[config.mk]
export PLATFORM = sky130hd
export DESIGN_NAME = sensor_stream_arbiter
export DESIGN_NICKNAME = d
export VERILOG_FILES = /design/src/rtl/sensor_stream_arbiter.sv
export SDC_FILE = /design/constraint.sdc
export NUM_CORES = 1
export LEC_CHECK = 0
export ABC_AREA = 0
export ABC_CLOCK_PERIOD_IN_PS = 3400
export CORE_UTILIZATION = 30
export CTS_CLUSTER_SIZE = 30
export DETAILED_ROUTE_END_ITERATION = 10
export PLACE_DENSITY = 0.8
export SLEW_MARGIN = 20
export SYNTH_ARGS = -nofsm -noshare
export SYNTH_HDL_FRONTEND = slang
export SYNTH_SLANG_ARGS = --single-unit
[constraint.sdc]
create_clock -name clk -period 3.4 [get_ports clk]
set_input_delay 0.51 -clock clk [delete_from_list [all_inputs] [get_ports clk]]
set_output_delay 0.51 -clock clk [all_outputs]
set_load 0.1 [all_outputs]
[src/rtl/sensor_stream_arbiter.sv]
// Round-robin arbiter that merges single-beat sensor streams onto one AXI4-Stream sink.
// Each beat is tagged with its source index. Muted sources are drained and counted.
module sensor_stream_arbiter #(
  parameter int unsigned NUM_SRC = 4,
  parameter int unsigned DATA_W  = 32,
  parameter int unsigned ID_W    = 2
) (
  input  logic                      clk,
  input  logic                      reset,
  input  logic [NUM_SRC*DATA_W-1:0] s_axis_tdata,
  input  logic [NUM_SRC-1:0]        s_axis_tvalid,
  output logic [NUM_SRC-1:0]        s_axis_tready,
  input  logic [NUM_SRC-1:0]        src_enable,
  output logic [DATA_W-1:0]         m_axis_tdata,
  output logic [ID_W-1:0]           m_axis_tid,
  output logic                      m_axis_tvalid,
  input  logic                      m_axis_tready,
  output logic [15:0]               drop_count
);

  localparam int unsigned CNT_W = $clog2(NUM_SRC + 1);

  typedef enum logic {ARB, SEND} state_t;

  state_t              state;
  logic [ID_W-1:0]     ptr;
  logic [DATA_W-1:0]   src_data [NUM_SRC];
  logic [NUM_SRC-1:0]  cand;
  logic [NUM_SRC-1:0]  grant_oh;
  logic                grant_valid;
  logic [ID_W-1:0]     grant_idx;
  logic [ID_W-1:0]     scan_id;
  logic [CNT_W-1:0]    drain_cnt;
  logic [16:0]         drop_sum;
  logic [ID_W-1:0]     ptr_next;

  for (genvar i = 0; i < NUM_SRC; i++) begin : g_unpack
    assign src_data[i] = s_axis_tdata[i*DATA_W +: DATA_W];
  end

  assign cand = (state == ARB) ? (src_enable & s_axis_tvalid) : '0;

  // First candidate found scanning upward from ptr, wrapping at NUM_SRC.
  always_comb begin
    grant_valid = 1'b0;
    grant_idx   = '0;
    scan_id     = '0;
    for (int unsigned k = 0; k < NUM_SRC; k++) begin
      scan_id = ID_W'((int'(ptr) + int'(k)) % int'(NUM_SRC));
      if (!grant_valid && cand[scan_id]) begin
        grant_valid = 1'b1;
        grant_idx   = scan_id;
      end
    end
  end

  assign grant_oh      = grant_valid ? (NUM_SRC'(1) << grant_idx) : '0;
  assign s_axis_tready = reset ? '0 : (~src_enable | grant_oh);

  assign drain_cnt = CNT_W'($countones(s_axis_tvalid & ~src_enable));
  assign drop_sum  = {1'b0, drop_count} + 17'(drain_cnt);

  assign ptr_next = (int'(m_axis_tid) == int'(NUM_SRC) - 1) ? '0 : m_axis_tid + 1'b1;

  always_ff @(posedge clk) begin
    if (reset) begin
      state         <= ARB;
      ptr           <= '0;
      m_axis_tdata  <= '0;
      m_axis_tid    <= '0;
      m_axis_tvalid <= 1'b0;
      drop_count    <= '0;
    end else begin
      drop_count <= drop_sum[16] ? '1 : drop_sum[15:0];
      case (state)
        ARB: begin
          if (grant_valid) begin
            m_axis_tdata  <= src_data[grant_idx];
            m_axis_tid    <= grant_idx;
            m_axis_tvalid <= 1'b1;
            state         <= SEND;
          end
        end
        SEND: begin
          if (m_axis_tready) begin
            m_axis_tvalid <= 1'b0;
            ptr           <= ptr_next;
            state         <= ARB;
          end
        end
        default: state <= ARB;
      endcase
    end
  end

endmodule

==> metrics.log, run 1 <==
INFO  metric max_cap_violations = 0
INFO  metric dp.final_hpwl = 8470 um
INFO  metric layout.cell_area.non_filler = 0.00542 sq mm
INFO  metric fp.dieH = 104 um
INFO  metric clock_tree.htree_level_count = 2
INFO  metric route.top_layer_used = met4
INFO  metric finalWorstSetupSlack = 0.0669 ns
INFO  metric ios = 194
INFO  metric timing.critical_path.from_type = primary input
INFO  metric routed_wirelength = 10,900 um
INFO  metric r2r.worst_path.cells = 12
INFO  metric layout.nets = 716
INFO  metric cp-startpoint = s_axis_tvalid[0]
INFO  metric clkPwrFrac = 0.162
INFO  metric numPlacedInstances = 697
INFO  metric mappedNetlistNets = 527
INFO  metric worst_hold_path_type = register to register
INFO  metric period_needed = 3.33 ns
INFO  metric start_util = 0.313
INFO  metric static-leakage-power = 0.00216 uW
INFO  metric cts_num_sinks = 54
INFO  metric drt-initial-drc-count = 92
INFO  metric final-setup-viol-count = 0
INFO  metric clkTransAtPathRegs = 0.10 ns
INFO  metric worst_setup_path_end_kind = primary output
INFO  metric power.internal = 1290 uW
INFO  metric antenna_violating_nets_post_route = 0
INFO  metric total_power = 2360 uW
INFO  metric area_growth = 74.8%
INFO  metric place_congestion = 0.867
INFO  metric pin_count_of_the_biggest_net_entering_global_routing = 51
INFO  metric share_of_final_layout_standard_cells_stronger_than_drive_strength_1 = 0.0768
INFO  metric mappedNetlistArea = 0.00310 sq mm
INFO  metric placed_area = 0.00528 sq mm
INFO  metric total_of_warnings_raised_by_yosys = 0
INFO  metric wl_met1 = 4180 um
INFO  metric slew_violations = 0
INFO  metric yosys_most_used_dff = sky130_fd_sc_hd__dfxtp_1
INFO  metric number_of_standard_cells_in_the_layout_taps_in_and_fillers_out = 706
INFO  metric postLayoutCoreUtil = 0.547
INFO  metric io_buffer_count = 193
INFO  metric row_count = 36
INFO  metric pwr_density_cell = 436 mW/mm^2
INFO  metric die_footprint = 0.0107 sq mm
INFO  metric synth_top_area_cell = sky130_fd_sc_hd__dfxtp_1
INFO  metric maxClockFrequency = 0.300 GHz
INFO  metric final_hold_viol_count = 0
INFO  metric route.vias.total = 3,502
INFO  metric synth.top_cells.by_area = sky130_fd_sc_hd__dfxtp_1 35%, sky130_fd_sc_hd__mux2i_1 10%, sky130_fd_sc_hd__a221oi_1 8.5%
INFO  metric p_sw_frac = 0.452
INFO  metric tritoncts_clock_tree = yes
INFO  metric numCtsBuffers = 5
INFO  metric synthesis.area_per_instance = 8.10 sq um
INFO  metric grt_pass1_wl = 17,100 um
INFO  metric ctsLongestPathBuffers = 2
INFO  metric grt_pass1_vias = 3,485
INFO  metric drc = 0
INFO  metric number_of_enable_type_register_cells_in_the_synthesized_netlist = 0
INFO  metric ir_drop = 191 uV
INFO  metric ratio_of_routed_vias_to_standard_cells = 4.96
INFO  metric chipWidth = 104 um
INFO  metric grt_usage = 0.197
INFO  metric antenna_diodes = 0
INFO  metric yosysTopAreaCellShare = 0.349
INFO  metric cts_root_buf = sky130_fd_sc_hd__clkbuf_8
INFO  metric preCtsSetupSlack = -0.199 ns
INFO  metric globalRouteOverflowTotal = 0
INFO  metric cp-endpoint = s_axis_tready[0]
INFO  metric worstPathMaxFanout = 5
INFO  metric switching_power = 1070 uW
INFO  metric drt_first_pass_iters = 4
INFO  metric worst_ep_required_time = 2.89 ns
INFO  metric clkLatencyLatePin = 0.31 ns
INFO  metric power_frac_comb = 0.519
INFO  metric rsz0062_at_grt = yes
INFO  metric finClkSkew = 0.00427 ns
INFO  metric cp_data_arrival_time = 2.82 ns
INFO  metric max_slew.worst_pin.slew = 1.02 ns
INFO  metric outcome = finished, final reports clean
INFO  metric core_area = 0.00991 sq mm
INFO  metric netlist_instances = 383
INFO  metric antenna_found_initial = 0
INFO  metric synthDistinctLibCells = 41
INFO  metric async_set_or_reset_flop_fraction_in_the_synthesized_netlist = 0
INFO  metric wl_met2 = 5720 um
INFO  metric seq_area_frac_synth = 0.349
INFO  metric sequentialPowerShare = 0.319
INFO  metric length_of_routed_met3_wiring = 778 um
INFO  metric final_min_period_over_clock_period = 0.980
INFO  metric regToRegStartpoint = drop_count[0]
INFO  metric r2r-end = drop_count[14]
INFO  metric maxSlewHeadroom = 0.315
INFO  metric synth.ff_latch_count = 54
INFO  metric critPathKind = primary input to primary output
INFO  metric setup.reg_to_reg.worst_slack = 0.62 ns
INFO  metric wl_per_cell = 15.4 um
[flip-flops by register name (all words and copies together), names as in the netlist]
signal	cells
m_axis_tvalid	1
m_axis_tid	2
ptr	2
state	1
drop_count	16
m_axis_tdata	32
[repair_timing]
item | 4_1_cts | 5_1_grt
buffers inserted | 0 | 1
setup endpoints to repair | 1 | 8
hold buffers | 0 | 0
gates resized for setup | 1 | 8
pin swaps | 2 | 3
[through the flow]
stage                     hold slack (ns)  TNS (ns)
final                               0.499         0
after global routing                0.531   -0.0178
after CTS                           0.500         0
after detailed placement            0.485     -2.62
after global placement              0.472    -0.922
after floorplan                     0.471         0
[critical path: stages]
cell                              delay, ns
sky130_fd_sc_hd__clkdlybuf4s50_1       0.52
sky130_fd_sc_hd__or4bb_1               0.52
sky130_fd_sc_hd__mux2i_1               0.16
sky130_fd_sc_hd__o211ai_1              0.15
sky130_fd_sc_hd__and2_4                0.20
sky130_fd_sc_hd__or3_4                 0.39
sky130_fd_sc_hd__a21oi_4               0.18
sky130_fd_sc_hd__buf_12                0.19
[cell usage in the layout (no fill, tap or decap), types with 5 or more instances in the layout]
master	synthesis	final
sky130_fd_sc_hd__a21oi_1	21	19
sky130_fd_sc_hd__a221oi_1	30	30
sky130_fd_sc_hd__and3_1	5	5
sky130_fd_sc_hd__buf_12	0	6
sky130_fd_sc_hd__buf_4	2	13
sky130_fd_sc_hd__clkbuf_8	0	6
sky130_fd_sc_hd__clkdlybuf4s50_1	0	186
sky130_fd_sc_hd__dfxtp_1	54	53
sky130_fd_sc_hd__inv_1	35	35
sky130_fd_sc_hd__mux2i_1	31	31
sky130_fd_sc_hd__nand2_1	15	15
sky130_fd_sc_hd__nand2b_1	5	5
sky130_fd_sc_hd__nand3_1	7	7
sky130_fd_sc_hd__nor2_1	66	64
sky130_fd_sc_hd__o21ai_0	30	30
sky130_fd_sc_hd__xor2_1	8	8
[synthesized netlist by cell type, drive strengths merged, types with 4 or more instances]
| cell | instances |
|---|---|
| o21ai | 30 |
| nor3b | 4 |
| nand2b | 5 |
| nand3 | 7 |
| mux2i | 31 |
| buf | 9 |
| inv | 35 |
| a221oi | 30 |
| clkbuf | 17 |
| and2 | 4 |
| dfxtp | 54 |
| a21oi | 21 |
| xor2 | 8 |
| nor2 | 66 |
| nand4 | 4 |
| nand2 | 15 |
| and3 | 5 |
[layout make-up]
cell class,count,area (sq um)
Inverter,35,131
Clock inverter,2,12.5
Sequential cell,54,1080
Multi-Input combinational cell,268,1840
Fill cell,886,4490
Tap cell,133,166
Clock buffer,6,82.6
Timing Repair Buffer,208,2110
[cells by family (layout without fill, tap and decap cells)]
kind of cell,count (synthesis),in the layout,synth area share
AND/OR/NAND/NOR,122,122,0.185
AO/OA/AOI/OAI,96,96,0.205
buffers and inverters,61,251,0.0811
flip-flops,54,54,0.349
multiplexers,34,34,0.122
XOR/XNOR,11,11,0.0311
adder cells (fa/ha/maj),5,5,0.0274
[worst min path at each step]
stage	from	to	slack, ns	depth (start not counted)
after CTS	m_axis_tid[1]	m_axis_tid[1]	0.50	2
after global routing	m_axis_tid[1]	m_axis_tid[1]	0.53	2
after floorplan	ptr[1]	ptr[1]	0.47	2
final	m_axis_tid[1]	m_axis_tid[1]	0.50	2
after detailed placement	m_axis_tid[1]	m_axis_tid[1]	0.49	2
after global placement	m_axis_tid[1]	m_axis_tid[1]	0.47	2
[metal layers]
metal	GRT usage	vias up
li1	-	1721
met1	0.210	1615
met2	0.381	150
met3	0.0522	16
met4	0.0439	0
met5	0	-
[power groups by stage]
stage	Combinational (uW)	Sequential, uW	Clock, uW
global placement	1210	766	0
global route	1290	765	418
detailed placement	1220	768	0
finish	1230	754	382
floorplan	327	1240	0
CTS	1230	754	390
Note: power is estimated with default switching activity, not from simulation.
==> run 2: changes to the inputs <==
- ABC_CLOCK_PERIOD_IN_PS: 3400 -> 4100
- HOLD_SLACK_MARGIN: unset -> 0.08
- clock period: 3.4 -> 4.1 ns (I/O delays scaled with it)
==> metrics.log, run 2 (synthesis gave the netlist of run 1 again) <==
INFO  metric rsz0062_at_grt = no
INFO  metric antenna_diodes = 0
INFO  metric ir_drop = 181 uV
INFO  metric clkTransAtPathRegs = 0.11 ns
INFO  metric share_of_final_layout_standard_cells_stronger_than_drive_strength_1 = 0.0513
INFO  metric worst_hold_path_type = register to register
INFO  metric layout.cell_area.non_filler = 0.00529 sq mm
INFO  metric most_used_cells_in_the_layout_excluding_fill_and_tap_cells = 188 x sky130_fd_sc_hd__clkdlybuf4s50_1, 66 x sky130_fd_sc_hd__nor2_1, 54 x sky130_fd_sc_hd__dfxtp_1
INFO  metric grt_usage = 0.197
INFO  metric routed_wirelength = 11,000 um
INFO  metric maxSlewHeadroom = 0.312
INFO  metric regMostFlops = m_axis_tdata
INFO  metric maxClockFrequency = 0.274 GHz
INFO  metric layout_commonest_cell = sky130_fd_sc_hd__clkdlybuf4s50_1
INFO  metric die_footprint = 0.0107 sq mm
INFO  metric io_buffer_count = 193
INFO  metric grt_pass1_wl = 17,400 um
INFO  metric crit_path_top_delay_cell = sky130_fd_sc_hd__clkdlybuf4s50_1
INFO  metric worstPathMaxFanout = 21
INFO  metric finClkSkew = 0.0142 ns
INFO  metric route.vias.total = 3,541
INFO  metric outcome = finished, final reports clean
INFO  metric cp_data_arrival_time = 3.04 ns
INFO  metric number_of_standard_cells_in_the_layout_taps_in_and_fillers_out = 698
INFO  metric cts_num_sinks = 54
INFO  metric dp.final_hpwl = 8580 um
INFO  metric ctsHoldBuffers = 0
INFO  metric p_sw_frac = 0.460
INFO  metric max_slew.worst_pin.slew = 1.03 ns
INFO  metric fp.dieH = 104 um
INFO  metric antenna_violating_nets_post_route = 0
INFO  metric core_area = 0.00991 sq mm
INFO  metric largest_registers = m_axis_tdata (32), drop_count (16)
INFO  metric chipWidth = 104 um
INFO  metric drt-initial-drc-count = 122
INFO  metric pin_count_of_the_biggest_net_entering_global_routing = 34
INFO  metric worst_path_largest_cell_delay = 0.57 ns
INFO  metric clock_tree.htree_level_count = 2
INFO  metric place_congestion = 0.918
INFO  metric cells_along_the_critical_path = clkdlybuf4s50_1 -> and2_1 -> o22ai_1 -> a221oi_1 -> and2_2 -> buf_4 -> nand2_1 -> a21oi_1 -> buf_12
INFO  metric power_frac_comb = 0.515
INFO  metric ios = 194
INFO  metric worst_setup_path_end_kind = primary output
INFO  metric pwr_density_cell = 367 mW/mm^2
INFO  metric final_hold_viol_count = 0
INFO  metric total_power = 1940 uW
INFO  metric ratio_of_routed_vias_to_standard_cells = 5.07
INFO  metric power.internal = 1050 uW
INFO  metric wl_per_cell = 15.7 um
INFO  metric static-leakage-power = 0.00209 uW
INFO  metric setup-tns-final = 0 ns
INFO  metric max_cap_violations = 0
INFO  metric start_util = 0.313
INFO  metric holdWs = 0.499 ns
INFO  metric drt_first_pass_iters = 4
INFO  metric drc = 0
INFO  metric worst_ep_required_time = 3.48 ns
INFO  metric switching_power = 893 uW
INFO  metric numPlacedInstances = 690
INFO  metric globalRouteOverflowTotal = 0
INFO  metric ctsLongestPathBuffers = 2
INFO  metric numCtsBuffers = 5
INFO  metric final_min_period_over_clock_period = 0.891
INFO  metric postCtsSetupBuffers = 0
INFO  metric antenna_found_initial = 0
INFO  metric sequentialPowerShare = 0.321
INFO  metric row_count = 36
INFO  metric slew_violations = 0
INFO  metric grt_pass1_vias = 3,698
INFO  metric critPathKind = primary input to primary output
INFO  metric final-setup-viol-count = 0
INFO  metric clkPwrFrac = 0.164
INFO  metric tritoncts_clock_tree = yes
INFO  metric period_needed = 3.65 ns
INFO  metric placed_area = 0.00520 sq mm
INFO  metric cts_root_buf = sky130_fd_sc_hd__clkbuf_8
INFO  metric layout.nets = 708
INFO  metric clkLatencyLatePin = 0.31 ns
INFO  metric timing.critical_path.from_type = primary input
INFO  metric ctsResizeCount = 0
INFO  metric area_growth = 70.7%
INFO  metric largest_register_ff_count = 32
-- run 2: layer usage --
| layer | part of all wire | GRT usage |
|---|---|---|
| met5 | 0 | 0 |
| met2 | 0.52 | 0.383 |
| met4 | 0.0081 | 0.0398 |
| met1 | 0.39 | 0.211 |
| met3 | 0.077 | 0.0548 |
-- run 2: worst max-delay path, delay by kind of cell --
kind / cells / cell delay, ns
buffers and inverters: 3 / 1.14
AND/OR/NAND/NOR: 3 / 0.55
AO/OA/AOI/OAI: 3 / 0.73
-- run 2: final timing paths --
path                  from               end  slack (ns)  cells after the start
max          src_enable[3]  s_axis_tready[3]        0.45                      9
min          m_axis_tid[1]     m_axis_tid[1]        0.50                      2
max reg2reg  drop_count[0]     drop_count[1]        1.18                      9
min reg2reg  m_axis_tid[1]     m_axis_tid[1]        0.50                      2
-- run 2: metrics by stage --
stage,setup WS [ns],utilization
floorplan,0.133,-
global placement,0.427,0.524
detailed placement,0.308,0.524
CTS,0.448,0.534
global route,0.307,0.534
finish,0.445,0.534
-- run 2: area by class of cell --
class / count / area [sq um]
clock buffers: 5 / 68.8
repair buffers: 200 / 2020
inverters: 35 / 131
clock inverters: 3 / 26.3
fillers: 919 / 4620
flip-flops and latches: 54 / 1080
well taps: 133 / 166
multi-input cells: 268 / 1800
-- run 2: power by group through the flow --
stage | logic (uW) | registers [uW] | clock network (uW)
6_report | 999 | 624 | 317
5_1_grt | 1050 | 631 | 346
4_1_cts | 1000 | 623 | 328
3_5_place_dp | 1000 | 635 | 0
3_3_place_gp | 990 | 633 | 0
2_1_floorplan | 271 | 1030 | 0
